<file path="config.mk">
export PLATFORM = sky130hd
export DESIGN_NAME = cache_ctrl_nway_flat
export DESIGN_NICKNAME = d
export VERILOG_FILES = /design/src/rtl/cache_ctrl_nway_if.sv /design/src/rtl/cache_ctrl_nway.sv /design/src/flat_wrapper.sv
export SDC_FILE = /design/constraint.sdc
export NUM_CORES = 1
export LEC_CHECK = 0
export CORE_MARGIN = 10
export CORE_UTILIZATION = 44
export DETAILED_ROUTE_END_ITERATION = 8
export HOLD_SLACK_MARGIN = 0.02
export PLACE_DENSITY = 0.74
export SETUP_SLACK_MARGIN = 0.4
export SYNTH_ARGS = -nofsm -noshare
export SYNTH_HDL_FRONTEND = slang
export SYNTH_SLANG_ARGS = --single-unit
</file>
<file path="constraint.sdc">
create_clock -name clk -period 1.36 [get_ports clk]
set_input_delay 0.272 -clock clk [delete_from_list [all_inputs] [get_ports clk]]
set_output_delay 0.272 -clock clk [all_outputs]
set_load 0.02 [all_outputs]
</file>
<file path="src/rtl/cache_ctrl_nway_if.sv">
// CPU / array / memory-adapter bundle for the N-way cache controller.
// hit_count/miss_count exist only when CACHE_PERF_CNT_EN is defined.
interface cache_ctrl_nway_if #(
    parameter int WAYS  = 2,
    parameter int CNT_W = 32
);
    localparam int WAY_W = $clog2(WAYS);

    logic             cpu_read;
    logic             cpu_write;
    logic             hit;
    logic [WAY_W-1:0] hit_way;
    logic [WAY_W-1:0] victim_way;
    logic [WAYS-1:0]  is_valid;
    logic [WAYS-1:0]  is_dirty;
    logic             mem_ack;

    logic             cpu_ready;
    logic [WAYS-1:0]  load_data;
    logic [WAYS-1:0]  load_tag;
    logic [WAYS-1:0]  set_valid;
    logic [WAYS-1:0]  set_dirty;
    logic [WAYS-1:0]  clr_dirty;
    logic             data_in_select;
    logic             lru_load;
    logic [WAY_W-1:0] lru_way;
    logic             mem_read;
    logic             mem_write;
    logic             busy;
    logic             error;
`ifdef CACHE_PERF_CNT_EN
    logic [CNT_W-1:0] hit_count;
    logic [CNT_W-1:0] miss_count;
`endif

    modport master (
`ifdef CACHE_PERF_CNT_EN
        input  hit_count, miss_count,
`endif
        output cpu_read, cpu_write, hit, hit_way, victim_way,
        output is_valid, is_dirty, mem_ack,
        input  cpu_ready, load_data, load_tag, set_valid, set_dirty,
        input  clr_dirty, data_in_select, lru_load, lru_way,
        input  mem_read, mem_write, busy, error
    );

    modport slave (
`ifdef CACHE_PERF_CNT_EN
        output hit_count, miss_count,
`endif
        input  cpu_read, cpu_write, hit, hit_way, victim_way,
        input  is_valid, is_dirty, mem_ack,
        output cpu_ready, load_data, load_tag, set_valid, set_dirty,
        output clr_dirty, data_in_select, lru_load, lru_way,
        output mem_read, mem_write, busy, error
    );
endinterface

</file>
<file path="src/rtl/cache_ctrl_nway.sv">
// N-way write-back/write-allocate cache controller FSM, all outputs registered.
// Optional saturating hit/miss counters under CACHE_PERF_CNT_EN.
module cache_ctrl_nway #(
    parameter int WAYS        = 2,
    parameter int WAY_W       = $clog2(WAYS),
    parameter int MEM_TIMEOUT = 64,
    parameter int CNT_W       = 32
) (
    input logic              clk,
    input logic              rst,
    cache_ctrl_nway_if.slave bus
);
    localparam logic [2:0] S_IDLE      = 3'd0;
    localparam logic [2:0] S_CHECK     = 3'd1;
    localparam logic [2:0] S_WRITEBACK = 3'd2;
    localparam logic [2:0] S_REFILL    = 3'd3;
    localparam logic [2:0] S_INSTALL   = 3'd4;
    localparam logic [2:0] S_ERROR     = 3'd5;

    localparam int TW = $clog2(MEM_TIMEOUT + 1);

    logic [2:0]       state_q, state_d;
    logic             wr_q, wr_d;
    logic [WAY_W-1:0] vic_q, vic_d;
    logic [TW-1:0]    tcnt_q, tcnt_d;

    logic             cpu_ready_q, cpu_ready_d;
    logic [WAYS-1:0]  load_data_q, load_data_d;
    logic [WAYS-1:0]  load_tag_q, load_tag_d;
    logic [WAYS-1:0]  set_valid_q, set_valid_d;
    logic [WAYS-1:0]  set_dirty_q, set_dirty_d;
    logic [WAYS-1:0]  clr_dirty_q, clr_dirty_d;
    logic             dsel_q, dsel_d;
    logic             lru_load_q, lru_load_d;
    logic [WAY_W-1:0] lru_way_q, lru_way_d;
    logic             mem_read_q, mem_read_d;
    logic             mem_write_q, mem_write_d;
    logic             busy_q, busy_d;
    logic             error_q, error_d;

    logic hit_ok, vic_dirty, timed_out;

    function automatic logic [WAYS-1:0] onehot(input logic [WAY_W-1:0] w);
        return WAYS'(1) << w;
    endfunction

    assign hit_ok    = bus.hit && bus.is_valid[bus.hit_way];
    assign vic_dirty = bus.is_valid[bus.victim_way] && bus.is_dirty[bus.victim_way];
    assign timed_out = (tcnt_q == TW'(MEM_TIMEOUT - 1));

    always_comb begin
        state_d     = state_q;
        wr_d        = wr_q;
        vic_d       = vic_q;
        tcnt_d      = tcnt_q;
        cpu_ready_d = 1'b0;
        load_data_d = '0;
        load_tag_d  = '0;
        set_valid_d = '0;
        set_dirty_d = '0;
        clr_dirty_d = '0;
        dsel_d      = 1'b0;
        lru_load_d  = 1'b0;
        lru_way_d   = '0;
        mem_read_d  = 1'b0;
        mem_write_d = 1'b0;
        error_d     = 1'b0;
        case (state_q)
            S_IDLE: begin
                if (bus.cpu_write) begin
                    wr_d    = 1'b1;
                    state_d = S_CHECK;
                end else if (bus.cpu_read) begin
                    wr_d    = 1'b0;
                    state_d = S_CHECK;
                end
            end
            S_CHECK: begin
                if (hit_ok) begin
                    lru_load_d  = 1'b1;
                    lru_way_d   = bus.hit_way;
                    cpu_ready_d = 1'b1;
                    if (wr_q) begin
                        load_data_d = onehot(bus.hit_way);
                        set_dirty_d = onehot(bus.hit_way);
                    end
                    state_d = S_IDLE;
                end else begin
                    vic_d  = bus.victim_way;
                    tcnt_d = '0;
                    if (vic_dirty) begin
                        mem_write_d = 1'b1;
                        state_d     = S_WRITEBACK;
                    end else begin
                        mem_read_d = 1'b1;
                        dsel_d     = 1'b1;
                        state_d    = S_REFILL;
                    end
                end
            end
            S_WRITEBACK: begin
                if (bus.mem_ack) begin
                    clr_dirty_d = onehot(vic_q);
                    mem_read_d  = 1'b1;
                    dsel_d      = 1'b1;
                    tcnt_d      = '0;
                    state_d     = S_REFILL;
                end else if (timed_out) begin
                    error_d = 1'b1;
                    state_d = S_ERROR;
                end else begin
                    mem_write_d = 1'b1;
                    tcnt_d      = tcnt_q + 1'b1;
                end
            end
            S_REFILL: begin
                if (bus.mem_ack) begin
                    load_data_d = onehot(vic_q);
                    load_tag_d  = onehot(vic_q);
                    set_valid_d = onehot(vic_q);
                    dsel_d      = 1'b1;
                    state_d     = S_INSTALL;
                end else if (timed_out) begin
                    error_d = 1'b1;
                    state_d = S_ERROR;
                end else begin
                    mem_read_d = 1'b1;
                    dsel_d     = 1'b1;
                    tcnt_d     = tcnt_q + 1'b1;
                end
            end
            S_INSTALL: begin
                lru_load_d  = 1'b1;
                lru_way_d   = vic_q;
                cpu_ready_d = 1'b1;
                // merge the CPU word over the freshly refilled line
                if (wr_q) begin
                    load_data_d = onehot(vic_q);
                    set_dirty_d = onehot(vic_q);
                end
                state_d = S_IDLE;
            end
            S_ERROR: begin
                state_d = S_IDLE;
            end
            default: begin
                error_d = 1'b1;
                state_d = S_ERROR;
            end
        endcase
        busy_d = (state_d != S_IDLE);
    end

    always_ff @(posedge clk or posedge rst) begin
        if (rst) begin
            state_q     <= S_IDLE;
            wr_q        <= 1'b0;
            vic_q       <= '0;
            tcnt_q      <= '0;
            cpu_ready_q <= 1'b0;
            load_data_q <= '0;
            load_tag_q  <= '0;
            set_valid_q <= '0;
            set_dirty_q <= '0;
            clr_dirty_q <= '0;
            dsel_q      <= 1'b0;
            lru_load_q  <= 1'b0;
            lru_way_q   <= '0;
            mem_read_q  <= 1'b0;
            mem_write_q <= 1'b0;
            busy_q      <= 1'b0;
            error_q     <= 1'b0;
        end else begin
            state_q     <= state_d;
            wr_q        <= wr_d;
            vic_q       <= vic_d;
            tcnt_q      <= tcnt_d;
            cpu_ready_q <= cpu_ready_d;
            load_data_q <= load_data_d;
            load_tag_q  <= load_tag_d;
            set_valid_q <= set_valid_d;
            set_dirty_q <= set_dirty_d;
            clr_dirty_q <= clr_dirty_d;
            dsel_q      <= dsel_d;
            lru_load_q  <= lru_load_d;
            lru_way_q   <= lru_way_d;
            mem_read_q  <= mem_read_d;
            mem_write_q <= mem_write_d;
            busy_q      <= busy_d;
            error_q     <= error_d;
        end
    end

    assign bus.cpu_ready      = cpu_ready_q;
    assign bus.load_data      = load_data_q;
    assign bus.load_tag       = load_tag_q;
    assign bus.set_valid      = set_valid_q;
    assign bus.set_dirty      = set_dirty_q;
    assign bus.clr_dirty      = clr_dirty_q;
    assign bus.data_in_select = dsel_q;
    assign bus.lru_load       = lru_load_q;
    assign bus.lru_way        = lru_way_q;
    assign bus.mem_read       = mem_read_q;
    assign bus.mem_write      = mem_write_q;
    assign bus.busy           = busy_q;
    assign bus.error          = error_q;

`ifdef CACHE_PERF_CNT_EN
    logic [CNT_W-1:0] hit_cnt_q, miss_cnt_q;

    always_ff @(posedge clk or posedge rst) begin
        if (rst) begin
            hit_cnt_q  <= '0;
            miss_cnt_q <= '0;
        end else if (state_q == S_CHECK) begin
            if (hit_ok && !(&hit_cnt_q))
                hit_cnt_q <= hit_cnt_q + 1'b1;
            if (!hit_ok && !(&miss_cnt_q))
                miss_cnt_q <= miss_cnt_q + 1'b1;
        end
    end

    assign bus.hit_count  = hit_cnt_q;
    assign bus.miss_count = miss_cnt_q;
`else
    logic unused_cnt_w;
    assign unused_cnt_w = (CNT_W > 0);
`endif
endmodule

</file>
<file path="src/flat_wrapper.sv">
// flat-port wrapper written by rule: the top's interface ports become plain ports
module cache_ctrl_nway_flat 
#(
    parameter int WAYS        = 2,
    parameter int WAY_W       = $clog2(WAYS),
    parameter int MEM_TIMEOUT = 64,
    parameter int CNT_W       = 32
)
  (clk, rst, bus_cpu_read, bus_cpu_write, bus_hit, bus_hit_way, bus_victim_way, bus_is_valid, bus_is_dirty, bus_mem_ack, bus_cpu_ready, bus_load_data, bus_load_tag, bus_set_valid, bus_set_dirty, bus_clr_dirty, bus_data_in_select, bus_lru_load, bus_lru_way, bus_mem_read, bus_mem_write, bus_busy, bus_error);
  cache_ctrl_nway_if #(.WAYS(WAYS), .CNT_W(CNT_W)) bus_i ();
  input logic clk;
  input logic rst;
  input wire logic [$bits(bus_i.cpu_read)-1:0] bus_cpu_read;
  input wire logic [$bits(bus_i.cpu_write)-1:0] bus_cpu_write;
  input wire logic [$bits(bus_i.hit)-1:0] bus_hit;
  input wire logic [$bits(bus_i.hit_way)-1:0] bus_hit_way;
  input wire logic [$bits(bus_i.victim_way)-1:0] bus_victim_way;
  input wire logic [$bits(bus_i.is_valid)-1:0] bus_is_valid;
  input wire logic [$bits(bus_i.is_dirty)-1:0] bus_is_dirty;
  input wire logic [$bits(bus_i.mem_ack)-1:0] bus_mem_ack;
  output wire logic [$bits(bus_i.cpu_ready)-1:0] bus_cpu_ready;
  output wire logic [$bits(bus_i.load_data)-1:0] bus_load_data;
  output wire logic [$bits(bus_i.load_tag)-1:0] bus_load_tag;
  output wire logic [$bits(bus_i.set_valid)-1:0] bus_set_valid;
  output wire logic [$bits(bus_i.set_dirty)-1:0] bus_set_dirty;
  output wire logic [$bits(bus_i.clr_dirty)-1:0] bus_clr_dirty;
  output wire logic [$bits(bus_i.data_in_select)-1:0] bus_data_in_select;
  output wire logic [$bits(bus_i.lru_load)-1:0] bus_lru_load;
  output wire logic [$bits(bus_i.lru_way)-1:0] bus_lru_way;
  output wire logic [$bits(bus_i.mem_read)-1:0] bus_mem_read;
  output wire logic [$bits(bus_i.mem_write)-1:0] bus_mem_write;
  output wire logic [$bits(bus_i.busy)-1:0] bus_busy;
  output wire logic [$bits(bus_i.error)-1:0] bus_error;
  assign bus_i.cpu_read = bus_cpu_read;
  assign bus_i.cpu_write = bus_cpu_write;
  assign bus_i.hit = bus_hit;
  assign bus_i.hit_way = bus_hit_way;
  assign bus_i.victim_way = bus_victim_way;
  assign bus_i.is_valid = bus_is_valid;
  assign bus_i.is_dirty = bus_is_dirty;
  assign bus_i.mem_ack = bus_mem_ack;
  assign bus_cpu_ready = bus_i.cpu_ready;
  assign bus_load_data = bus_i.load_data;
  assign bus_load_tag = bus_i.load_tag;
  assign bus_set_valid = bus_i.set_valid;
  assign bus_set_dirty = bus_i.set_dirty;
  assign bus_clr_dirty = bus_i.clr_dirty;
  assign bus_data_in_select = bus_i.data_in_select;
  assign bus_lru_load = bus_i.lru_load;
  assign bus_lru_way = bus_i.lru_way;
  assign bus_mem_read = bus_i.mem_read;
  assign bus_mem_write = bus_i.mem_write;
  assign bus_busy = bus_i.busy;
  assign bus_error = bus_i.error;
  cache_ctrl_nway #(.WAYS(WAYS), .WAY_W(WAY_W), .MEM_TIMEOUT(MEM_TIMEOUT), .CNT_W(CNT_W)) u_core (.clk(clk), .rst(rst), .bus(bus_i));
endmodule
</file>
==> out/metrics.cfg <==
[synthesis]
ys_seq_area_frac=0.5019
synthTopCellsByCount=dfrtp_1, nand2_1, nor2_1, o21ai_0
synthAdderAreaFrac=0.009294
syn-num-nets=145
yosys_most_used_dff=dfrtp_1
syn_area_per_cell_sq_um=10.20
synth.most_common_cell=dfrtp_1
async_flop_share=1.000
synth_top_area_share=0.5019
synth_edf_count=0
synth_xor_area_frac=0
synth_cell_types=46
synthSimpleGateAreaFrac=0.2100
syn_area_sq_um=1346
yosysTopAreaCell=dfrtp_1
syn-instance-count=132
synth_top_family_by_area=simple AND/OR/NAND/NOR gates
synthMuxAreaShare=0.03439
synth_seq_cells=27
synth_compound_area_frac=0.1980
yosys-top-cells-area=dfrtp_1, nand2_1, o21ai_0
synth_warnings=0

[sta]
fin_crit_sh=1.150
fin_crit_ps=1564
maxSlewViolCount=0
worst_pin_slew_ps=319.5
skew_ps=18.38
setup_slack_ps=-203.6
setup_violations=21
relSlewSlack=0.7840
fmax_mhz=639.5
grt_setup_unrepaired=yes
hold_viol=0

[floorplan]
dieHeight_um=75.32
initial_core_util=0.4521
dieArea_sq_um=5672
die_w_um=75.32
ios=30
core_area_sq_um=2978
num_rows=20

[critical_path]
cp_slowest_cell=dfrtp_2
arrival_ps=1860
max_stage_delay_ps=500
crit_required_ps=1660
path_common_cell=buf_6
startpoint_type=flip-flop
critPathMaxFanout=7
path_class=flip-flop to flip-flop
end_kind=flip-flop
cp_cell_sequence=buf_6 -> nor3b_4 -> buf_6 -> nand3_4 -> o22ai_4 -> a21o_1

[drt]
dr.pass1.iters=4
ant_nets=0
wire_per_inst_um=19.74
routed_wl_um=4717
route.detailed.drc=0
drt-vias-per-instance=5.812
vias=1389
drtIter0Drc=127

[final_layout]
fillers=157
final_core_util=0.7975
drive_above_1_share=0.5777
diodes=0
final_area_sq_um=2375
syn2layout_area_growth_pct=76.39
nets=220
final_cells=239

[clock_network]
cts_root_buf=clkbuf_4
clk_pin_slew_ps=170
cts_sinks=27
cts_made_buffers=3
htreeDepth=1
clock_latency_ps=350
cts_buffer_depth=2
cts_tree=yes

[global_route]
gr-total-overflow=0
antenna_found_initial=0
grt.total_usage=0.1628
grt_pass1_vias=1469
grt_pass1_wl_um=7148
grt_max_degree=28

[power_and_ir_drop]
peakVddDrop_mv=0.9628
power_density_nw_per_um2=1885
total_power_w=0.004477
p_leak_nw=1.062

[placement]
routabilityCongestion=0.8680
io_buffers=29
dp_cells=223
pre_cts_ws_ps=-682.6
dp_hpwl_um=2891
dpl_cell_area_sq_um=2011

[hold_path]
hold_path.class=primary input to asynchronous set/reset pin

[run_status]
status=finished, violations left
violations=negative setup slack

[run]
cap_violations=0

==> per-layer routing <==
metal  routed length (um)  vias to the layer above  global-route usage
met5                    0                        -                   0
met4                  145                        0             0.05567
met3                  265                       15             0.02474
met2                 2600                       57              0.3324
met1                 1706                      692              0.1586
li1                     -                      625                   -
==> flip-flops by register name (all words and copies together), names as in the netlist <==
| name | cells |
|---|---|
| u_core.tcnt_q | 7 |
| u_core.state_q | 3 |
| u_core.bus.clr_dirty | 2 |
| u_core.bus.load_data | 2 |
| u_core.bus.load_tag | 2 |
| u_core.bus.set_dirty | 2 |
| u_core.bus.busy | 1 |
| u_core.bus.cpu_ready | 1 |
| u_core.bus.data_in_select | 1 |
| u_core.bus.error | 1 |
| u_core.bus.lru_way | 1 |
| u_core.bus.mem_read | 1 |
| u_core.bus.mem_write | 1 |
| u_core.vic_q | 1 |
| u_core.wr_q | 1 |
==> cell usage in the layout, fill, tap and decap left out, types with 2 or more instances in the layout <==
master	n
buf_4	34
buf_6	31
dfrtp_1	24
nand2_1	9
clkdlybuf4s50_1	8
nand3_1	4
inv_1	4
o21ai_1	4
a21oi_2	3
o31a_1	3
nand2_2	3
nor2_2	3
nor2_1	3
clkbuf_4	3
dlygate4sd2_1	3
dfrtp_2	3
nor3_4	2
nor2b_2	2
nor2b_4	2
mux2_4	2
a21oi_1	2
o21ai_0	2
or3_1	2
o311ai_2	2
o31ai_1	2
or2_4	2
and2_1	2
==> where the power goes <==
| group | total, W | internal, W | leakage, nW | switching [W] |
|---|---|---|---|---|
| clock network | 0.000380 | 0.000115 | 0.0150 | 0.000265 |
| logic | 0.00284 | 0.00150 | 0.695 | 0.00134 |
| registers | 0.00126 | 0.00103 | 0.353 | 0.000230 |
| total | 0.00448 | 0.00265 | 1.06 | 0.00183 |
==> cell families (layout without fill, tap and decap cells) <==
kind of cell	Yosys count	in the layout
AO/OA/AOI/OAI	36	36
flip-flops	27	27
buffers and inverters	13	87
adder cells (fa/ha/maj)	1	1
AND/OR/NAND/NOR	51	51
multiplexers	4	4
==> metrics by stage <==
| stage | hold WS [ps] | TNS, ps |
|---|---|---|
| floorplan | 324.6 | -121.5 |
| global placement | 520.1 | -8833 |
| detailed placement | 535.7 | -9510 |
| CTS | 246.0 | -835.8 |
| global route | 259.1 | -3223 |
| finish | 235.4 | -2059 |
==> worst max-delay path: cells and delay by family, from the launching register on <==
family,cells,cell delay (ps)
flip-flops,1,500
AND/OR/NAND/NOR,2,390
AO/OA/AOI/OAI,2,330
buffers and inverters,2,300
==> path summary, 6_finish.rpt <==
kind,start,slack [ps],cells past startpoint,endpoint
setup / recovery,u_core.state_q[1],-200,6,u_core.bus.load_data[0]
hold / removal,rst,240,3,u_core.wr_q
setup reg to reg,u_core.state_q[1],-200,6,u_core.bus.load_data[0]
hold reg to reg,u_core.tcnt_q[5],610,2,u_core.tcnt_q[5]
max in group asynchronous,rst,940,3,u_core.state_q[0]
min in group clk,bus_is_valid[1],560,4,u_core.state_q[1]
==> final cells by class <==
class                      instances  area, sq um  area share
tap                               33        41.29     0.01739
sequential                        27        679.4      0.2861
timing repair buffer              77        730.7      0.3077
clock buffer                       4        26.28     0.01106
multi-input combinational         92        872.1      0.3672
inverter                           6        25.02     0.01054
==> timing repair <==
action / in CTS / in global routing
hold buffers: 0 / 0
cloned: 0 / 0
setup endpoints to repair: 45 / 45
resized for setup: 150 / 14
buffers inserted: 9 / 3
pin swaps: 18 / 9
No activity file was read; power rests on OpenSTA's default activity.
